[src/rtl/mvm_pkg.sv]
// Shared types and constants for the mat_vec_mult_sys matrix-vector engine.
// Optional build macro MVM_SATURATE_EN selects clamping accumulators instead of modular wrap.
package mvm_pkg;

    typedef enum logic [1:0] {
        LOAD    = 2'd0,
        COMPUTE = 2'd1,
        DONE    = 2'd2
    } mvm_state_e;

`ifdef MVM_SATURATE_EN
    localparam bit MVM_SAT_EN = 1'b1;
`else
    localparam bit MVM_SAT_EN = 1'b0;
`endif

    // Accumulator width that can never overflow for a COLS-long dot product.
    function automatic int mvm_exact_acc_width(input int data_width, input int cols);
        return 2 * data_width + $clog2(cols);
    endfunction

endpackage

[src/rtl/mvm_pe.sv]
// One multiply-accumulate cell of the systolic row; signed or unsigned operands.
// Clamps at the accumulator range when built with MVM_SATURATE_EN, otherwise wraps.
module mvm_pe
    import mvm_pkg::*;
#(
    parameter int DATA_WIDTH = 8,
    parameter int ACC_WIDTH  = 24,
    parameter int SIGNED     = 0
) (
    input  logic                  clk,
    input  logic                  rst,
    input  logic                  clr,
    input  logic                  en,
    input  logic [DATA_WIDTH-1:0] a,
    input  logic [DATA_WIDTH-1:0] b,
    output logic [ACC_WIDTH-1:0]  acc
);

    localparam int PW = 2 * DATA_WIDTH;
    // One guard bit above the wider operand so the raw sum never overflows.
    localparam int EW = ((ACC_WIDTH > PW) ? ACC_WIDTH : PW) + 1;

    localparam logic [ACC_WIDTH-1:0] SAT_MAX = (SIGNED != 0) ? {1'b0, {(ACC_WIDTH-1){1'b1}}}
                                                             : {ACC_WIDTH{1'b1}};
    localparam logic [ACC_WIDTH-1:0] SAT_MIN = (SIGNED != 0) ? {1'b1, {(ACC_WIDTH-1){1'b0}}}
                                                             : {ACC_WIDTH{1'b0}};
    localparam logic [EW-1:0] SAT_MAX_EXT = EW'(SAT_MAX);
    localparam logic [EW-1:0] SAT_MIN_EXT = {{(EW-ACC_WIDTH){SAT_MIN[ACC_WIDTH-1]}}, SAT_MIN};

    logic [PW-1:0]        prod;
    logic [EW-1:0]        prod_ext;
    logic [EW-1:0]        acc_ext;
    logic [EW-1:0]        sum_ext;
    logic [ACC_WIDTH-1:0] acc_reg;
    logic [ACC_WIDTH-1:0] acc_next;

    always_comb begin
        prod     = '0;
        prod_ext = '0;
        acc_ext  = '0;
        if (SIGNED != 0) begin
            prod     = $signed(a) * $signed(b);
            prod_ext = EW'($signed(prod));
            acc_ext  = EW'($signed(acc_reg));
        end else begin
            prod     = a * b;
            prod_ext = EW'(prod);
            acc_ext  = EW'(acc_reg);
        end
        sum_ext  = prod_ext + acc_ext;
        acc_next = sum_ext[ACC_WIDTH-1:0];
        if (MVM_SAT_EN) begin
            if (SIGNED != 0) begin
                if ($signed(sum_ext) > $signed(SAT_MAX_EXT)) begin
                    acc_next = SAT_MAX;
                end else if ($signed(sum_ext) < $signed(SAT_MIN_EXT)) begin
                    acc_next = SAT_MIN;
                end
            end else if (sum_ext > SAT_MAX_EXT) begin
                acc_next = SAT_MAX;
            end
        end
    end

    always_ff @(posedge clk or posedge rst) begin
        if (rst) begin
            acc_reg <= '0;
        end else if (clr) begin
            acc_reg <= '0;
        end else if (en) begin
            acc_reg <= acc_next;
        end
    end

    assign acc = acc_reg;

endmodule

[src/rtl/mat_vec_mult_sys.sv]
// y = A*b engine: load buffers, skewed systolic PE row, valid/ready result hand-off.
// Build macro MVM_SATURATE_EN (see mvm_pkg) switches the PEs to saturating accumulation.
module mat_vec_mult_sys
    import mvm_pkg::*;
#(
    parameter int ROWS       = 8,
    parameter int COLS       = 8,
    parameter int DATA_WIDTH = 8,
    parameter int ACC_WIDTH  = 3 * DATA_WIDTH,
    parameter int SIGNED     = 0
) (
    input  logic                                 clk,
    input  logic                                 rst,
    input  logic                                 clr,
    input  logic [ROWS-1:0]                      a_wren,
    input  logic [ROWS-1:0][DATA_WIDTH-1:0]      a_wdata,
    input  logic                                 b_wren,
    input  logic [DATA_WIDTH-1:0]                b_wdata,
    output logic [ROWS-1:0]                      a_full,
    output logic                                 b_full,
    output logic                                 busy,
    output logic                                 res_valid,
    input  logic                                 res_ready,
    output logic [ROWS-1:0][ACC_WIDTH-1:0]       out
);

    localparam int CW = (COLS > 1) ? $clog2(COLS) : 1;
    localparam int PW = $clog2(COLS + 1);
    localparam int TW = $clog2(ROWS + COLS);
    localparam logic [PW-1:0] PTR_FULL = PW'(COLS);
    localparam logic [TW-1:0] T_LAST   = TW'(ROWS + COLS - 2);

    mvm_state_e            state_reg, state_next;
    logic [TW-1:0]         t_reg;
    logic                  in_load, in_compute, flush, all_full;
    logic [PW-1:0]         b_ptr_reg;
    logic                  b_we;
    logic [DATA_WIDTH-1:0] b_mem [COLS];
    logic [DATA_WIDTH-1:0] b_tap [ROWS];

    assign in_load    = (state_reg == LOAD);
    assign in_compute = (state_reg == COMPUTE);
    assign busy       = !in_load;
    assign res_valid  = (state_reg == DONE);
    // Abort and result acceptance both empty the buffers and zero the PEs.
    assign flush      = clr || (res_valid && res_ready);
    assign all_full   = (&a_full) && b_full;

    always_comb begin
        state_next = state_reg;
        case (state_reg)
            LOAD:    if (all_full)        state_next = COMPUTE;
            COMPUTE: if (t_reg == T_LAST) state_next = DONE;
            DONE:    if (res_ready)       state_next = LOAD;
            default:                      state_next = LOAD;
        endcase
        if (clr) begin
            state_next = LOAD;
        end
    end

    always_ff @(posedge clk or posedge rst) begin
        if (rst) begin
            state_reg <= LOAD;
            t_reg     <= '0;
        end else begin
            state_reg <= state_next;
            t_reg     <= (in_compute && !clr) ? t_reg + 1'b1 : '0;
        end
    end

    assign b_we   = b_wren && in_load && (b_ptr_reg != PTR_FULL) && !clr;
    assign b_full = (b_ptr_reg == PTR_FULL);

    always_ff @(posedge clk) begin
        if (b_we) begin
            b_mem[b_ptr_reg[CW-1:0]] <= b_wdata;
        end
    end

    always_ff @(posedge clk or posedge rst) begin
        if (rst) begin
            b_ptr_reg <= '0;
        end else if (flush) begin
            b_ptr_reg <= '0;
        end else if (b_we) begin
            b_ptr_reg <= b_ptr_reg + 1'b1;
        end
    end

    genvar gi;
    generate
        for (gi = 0; gi < ROWS; gi++) begin : g_row
            logic [DATA_WIDTH-1:0] row_mem [COLS];
            logic [PW-1:0]         ptr_reg;
            logic                  we, en;
            logic [TW-1:0]         col;
            logic [ACC_WIDTH-1:0]  acc, hold_reg;

            assign we        = a_wren[gi] && in_load && (ptr_reg != PTR_FULL) && !clr;
            assign a_full[gi] = (ptr_reg == PTR_FULL);

            always_ff @(posedge clk) begin
                if (we) begin
                    row_mem[ptr_reg[CW-1:0]] <= a_wdata[gi];
                end
            end

            always_ff @(posedge clk or posedge rst) begin
                if (rst) begin
                    ptr_reg <= '0;
                end else if (flush) begin
                    ptr_reg <= '0;
                end else if (we) begin
                    ptr_reg <= ptr_reg + 1'b1;
                end
            end

            // Row gi sees column t-gi; the b chain delays b by gi cycles to match.
            if (gi == 0) begin : g_head
                assign b_tap[gi] = b_mem[t_reg[CW-1:0]];
            end else begin : g_skew
                logic [DATA_WIDTH-1:0] skew_reg;
                always_ff @(posedge clk or posedge rst) begin
                    if (rst) begin
                        skew_reg <= '0;
                    end else begin
                        skew_reg <= b_tap[gi-1];
                    end
                end
                assign b_tap[gi] = skew_reg;
            end

            assign col = t_reg - TW'(gi);
            assign en  = in_compute && (t_reg >= TW'(gi)) && (col < TW'(COLS));

            mvm_pe #(
                .DATA_WIDTH (DATA_WIDTH),
                .ACC_WIDTH  (ACC_WIDTH),
                .SIGNED     (SIGNED)
            ) u_pe (
                .clk (clk),
                .rst (rst),
                .clr (flush),
                .en  (en),
                .a   (row_mem[col[CW-1:0]]),
                .b   (b_tap[gi]),
                .acc (acc)
            );

            // Keeps the last result visible after hand-off while the PE restarts from zero.
            always_ff @(posedge clk or posedge rst) begin
                if (rst) begin
                    hold_reg <= '0;
                end else if (clr) begin
                    hold_reg <= '0;
                end else if (res_valid) begin
                    hold_reg <= acc;
                end
            end

            assign out[gi] = busy ? acc : hold_reg;
        end
    endgenerate

endmodule

[config.mk]
export PLATFORM = sky130hd
export DESIGN_NAME = mat_vec_mult_sys
export DESIGN_NICKNAME = d
export VERILOG_FILES = /design/src/rtl/mvm_pkg.sv /design/src/rtl/mvm_pe.sv /design/src/rtl/mat_vec_mult_sys.sv
export SDC_FILE = /design/constraint.sdc
export NUM_CORES = 2
export LEC_CHECK = 0
export BUFFER_PORTS_ARGS = -buffer_cell sky130_fd_sc_hd__clkbuf_2
export CORE_MARGIN = 5
export CORE_UTILIZATION = 55
export DETAILED_ROUTE_END_ITERATION = 7
export PLACE_DENSITY = 0.76
export SLEW_MARGIN = 10
export SYNTH_ARGS = -nofsm -noshare
export SYNTH_HDL_FRONTEND = slang
export SYNTH_HIERARCHICAL = 1
export SYNTH_SLANG_ARGS = --single-unit
[constraint.sdc]
create_clock -name clk -period 11.5 [get_ports clk]
set_input_delay 2.3 -clock clk [delete_from_list [all_inputs] [get_ports clk]]
set_output_delay 2.3 -clock clk [all_outputs]
set_load 0.02 [all_outputs]
==> key figures <==
Outcome
  – Status: finished clean

Floorplanning
  – Starting Density: 55.4%
  – Core Rows: 127
  – Die H: 358 µm
  – Die ar.: 128,000 µm²
  – Die X-Extent: 358 µm
  – Core area: 120,000 µm²
  – Boundary pin count: 288

Setup path
  – Critical Path RT: 12.12 ns
  – Worst setup SP type: register
  – Crit Path Class: register to register
  – R2R depth: 19
  – Crit path arrival time: 8.20 ns
  – Crit. End Element: register
  – CP Max Fanout: 43

Layout
  – Share of cells above drive strength 1: 16.3%
  – Layout fillers: 9,445
  – Area Growth Syn to Fin: 9.78%
  – Max reg flops: 512
  – Fin nets: 6,945
  – Core Util, Final: 60.9%

CTS
  – Clock tree buffer depth: 3
  – Root buffer cell: clkbuf_16
  – # resized after CTS: 0
  – Clock latency on the worst-skew pair: 0.70 ns
  – Num CTS Buffers: 109
  – CTS H-tree depth: 3
  – Setup Fix Bufs, Post-CTS: 0
  – TritonCTS clock tree: yes
  – Hold Buf Count CTS: 0
  – Clock Sinks: 1,058
  – Clock-pin slew of the registers on the worst-case setup and hold paths: 0.06 ns

Global route
  – Total track usage: 25.0%
  – GRT overflow: 0
  – Largest net degree at the start of global routing: 125
  – First-pass GRT wire length: 253,000 µm
  – Initial antenna violation count: 39
  – Number of global-route vias before repair: 45,400

Run
  – Max-Cap Viols: 0

Timing
  – FMAX: 132 MHz
  – Worst slew margin: 15.3%
  – Final count of pins violating max slew: 0
  – Count of final setup violators: 0
  – Hold WS: 0.517 ns
  – Clock period minus worst slack: 7.58 ns
  – Setup TNS: 0 ns
  – Least-Margin Pin Slew: 1.26 ns
  – RSZ-0062 raised after global routing: no
  – Final cycle utilization of the critical path: 65.9%
  – Final Hold Viols: 0
  – Final setup skew: 0.0219 ns

Place
  – RD Place Congestion: 0.902
  – Number of port buffers: 287
  – Final HPWL from detailed placement: 115,000 µm

Detailed routing
  – Iteration-0 DRC count of the detailed router: 3,682
  – DR pass1 iterations: 6
  – Via count: 44,000
  – Final antenna-violating net count: 0
  – DRC viols: 0
  – Drt total wl: 158,000 µm
  – Via/cell ratio: 5.62
  – Wire length per cell: 20.2 µm

Synthesis
  – Synth Area in Adders: 18.8%
  – Avg Inst Size Synth: 11.3 µm²
  – Largest family of logic cells by synthesized area: adder cells
  – Mux contribution to synthesized area: 10.4%
  – YS warnings: 6
  – FFs w/ async S/R, synth: 45.6%
  – Ys flop type: edfxtp_1
  – Number of flops mapped to enable cells by yosys: 576
  – Syn Nets: 6,727
  – Compound-Gate Fraction of Synth Area: 6.46%
  – Mapped Area: 66,500 µm²
  – Simple-Gate Fraction of Synth Area: 12.5%
  – Register area share after synthesis: 44.1%
  – FF+latch count, synth: 1,058
  – Cell variety after synth: 75
  – Post-Synth XOR/XNOR Area: 1.35%
  – Post-Syn Instances: 5,884

Power
  – Static leakage: 31.8 nW
  – Max VDD drop: 118 µV
  – PwrDens: 122 nW/µm²

Worst hold path
  – Hold Crit Depth: 2
  – Min-Delay Path Class: register to register
-- metrics by stage --
step | cells | total power [mW] | instance area (µm²) | setup slack, ns
floorplan | 5884 | 5.18 | 66500 | 1.19
CTS | 7809 | 8.99 | 73000 | 3.88
detailed placement | 7603 | 5.47 | 69400 | 3.93
global placement | 7603 | 5.43 | 69400 | 4.13
finish | 7831 | 8.93 | 73000 | 3.92
global route | 7822 | 9.34 | 73000 | 3.51
-- final timing paths --
| path | from | slack (ns) | end |
|---|---|---|---|
| setup / recovery | t_reg[1] | 3.92 | g_row[7].u_pe/acc[20] |
| hold / removal | g_row[4].hold_reg[6] | 0.52 | g_row[4].hold_reg[6] |
| setup reg to reg | t_reg[1] | 3.92 | g_row[7].u_pe/acc[20] |
| hold reg to reg | g_row[4].hold_reg[6] | 0.52 | g_row[4].hold_reg[6] |
| max in group asynchronous | rst | 7.92 | g_row[3].hold_reg[16] |
| min in group asynchronous | rst | 2.09 | g_row[4].g_skew.skew_reg[0] |
-- cells in the mapped netlist (30+ instances only) --
master	instances	area, µm²
a21oi_1	346	1730
mux2i_1	85	851
xor2_1	38	333
nor3_1	54	270
o21ai_0	62	310
inv_1	818	3070
ha_1	358	4480
nand3_1	75	375
and2_1	288	1800
a21o_1	30	225
nand2_1	814	3060
fa_1	400	8010
mux2_2	252	2840
nor2_1	269	1010
mux4_2	144	3240
nand4_1	40	250
dfrtp_1	482	12100
buf_2	74	370
edfxtp_1	576	17300
xnor2_1	61	534
nand2b_1	59	369
clkbuf_1	112	420
-- layer usage --
layer | global-route usage [%] | part of all wire, % | up-vias | routed length (µm)
met1 | 33.8 | 42 | 22100 | 65900
met2 | 41.2 | 49 | 1342 | 76900
met3 | 4.90 | 6.7 | 297 | 10700
li1 | - | - | 20300 | -
met5 | 0 | 0.088 | - | 139
met4 | 7.84 | 3.0 | 22 | 4730
-- where the power goes --
part	internal, mW	switching, mW
clock	2.00	1.52
sequential	4.04	0.0342
combinational	0.531	0.807
-- layout by cell type, fill, tap and decap left out, drive strengths merged, types with 75 or more instances in the layout --
cell type,count
nor2,269
nand3,75
mux2i,85
inv,829
clkbuf,428
dfrtp,482
ha,358
a21oi,358
edfxtp,576
fa,400
mux4,144
mux2,252
nand2,814
and2,293
o21ai,82
-- critical path, stage by stage (launching register included) --
cell and delay [ns]:
dfrtp_4 0.86, inv_1 0.29, ha_2 1.04, buf_4 0.56
mux4_2 0.38, mux2_2 0.37, and2_1 0.22, fa_1 0.48
fa_1 0.53, inv_1 0.05, fa_1 0.45, fa_1 0.49
inv_1 0.04, ha_1 0.38, and3_4 0.25, nand4_2 0.11
a21oi_2 0.21, nor3_2 0.12, or4_1 0.50, a21oi_1 0.15
-- area by class of cell --
class	count	area (µm²)	share of cell area, %
Multi-Input combinational cell	3765	33000	45.2
Sequential cell	1058	29400	40.2
Inverter	825	3110	4.26
Clock buffer	141	3020	4.14
Tap cell	1612	2020	2.76
Timing Repair Buffer	343	1900	2.61
Clock inverter	65	567	0.776
Antenna cell	22	55.1	0.0754
-- logic make-up (layout without fill, tap and decap cells) --
| kind of cell | count (synthesis) | after routing |
|---|---|---|
| AOI/OAI and AO/OA | 681 | 681 |
| adders and majority gates | 758 | 758 |
| other | 0 | 22 |
| buffers and inverters | 1061 | 1374 |
| xor gates and xnor gates | 101 | 101 |
| and+or+nand+nor | 1744 | 1744 |
| muxes | 481 | 481 |
| DFF | 1058 | 1058 |
Note: power is estimated with default switching activity, not from simulation.
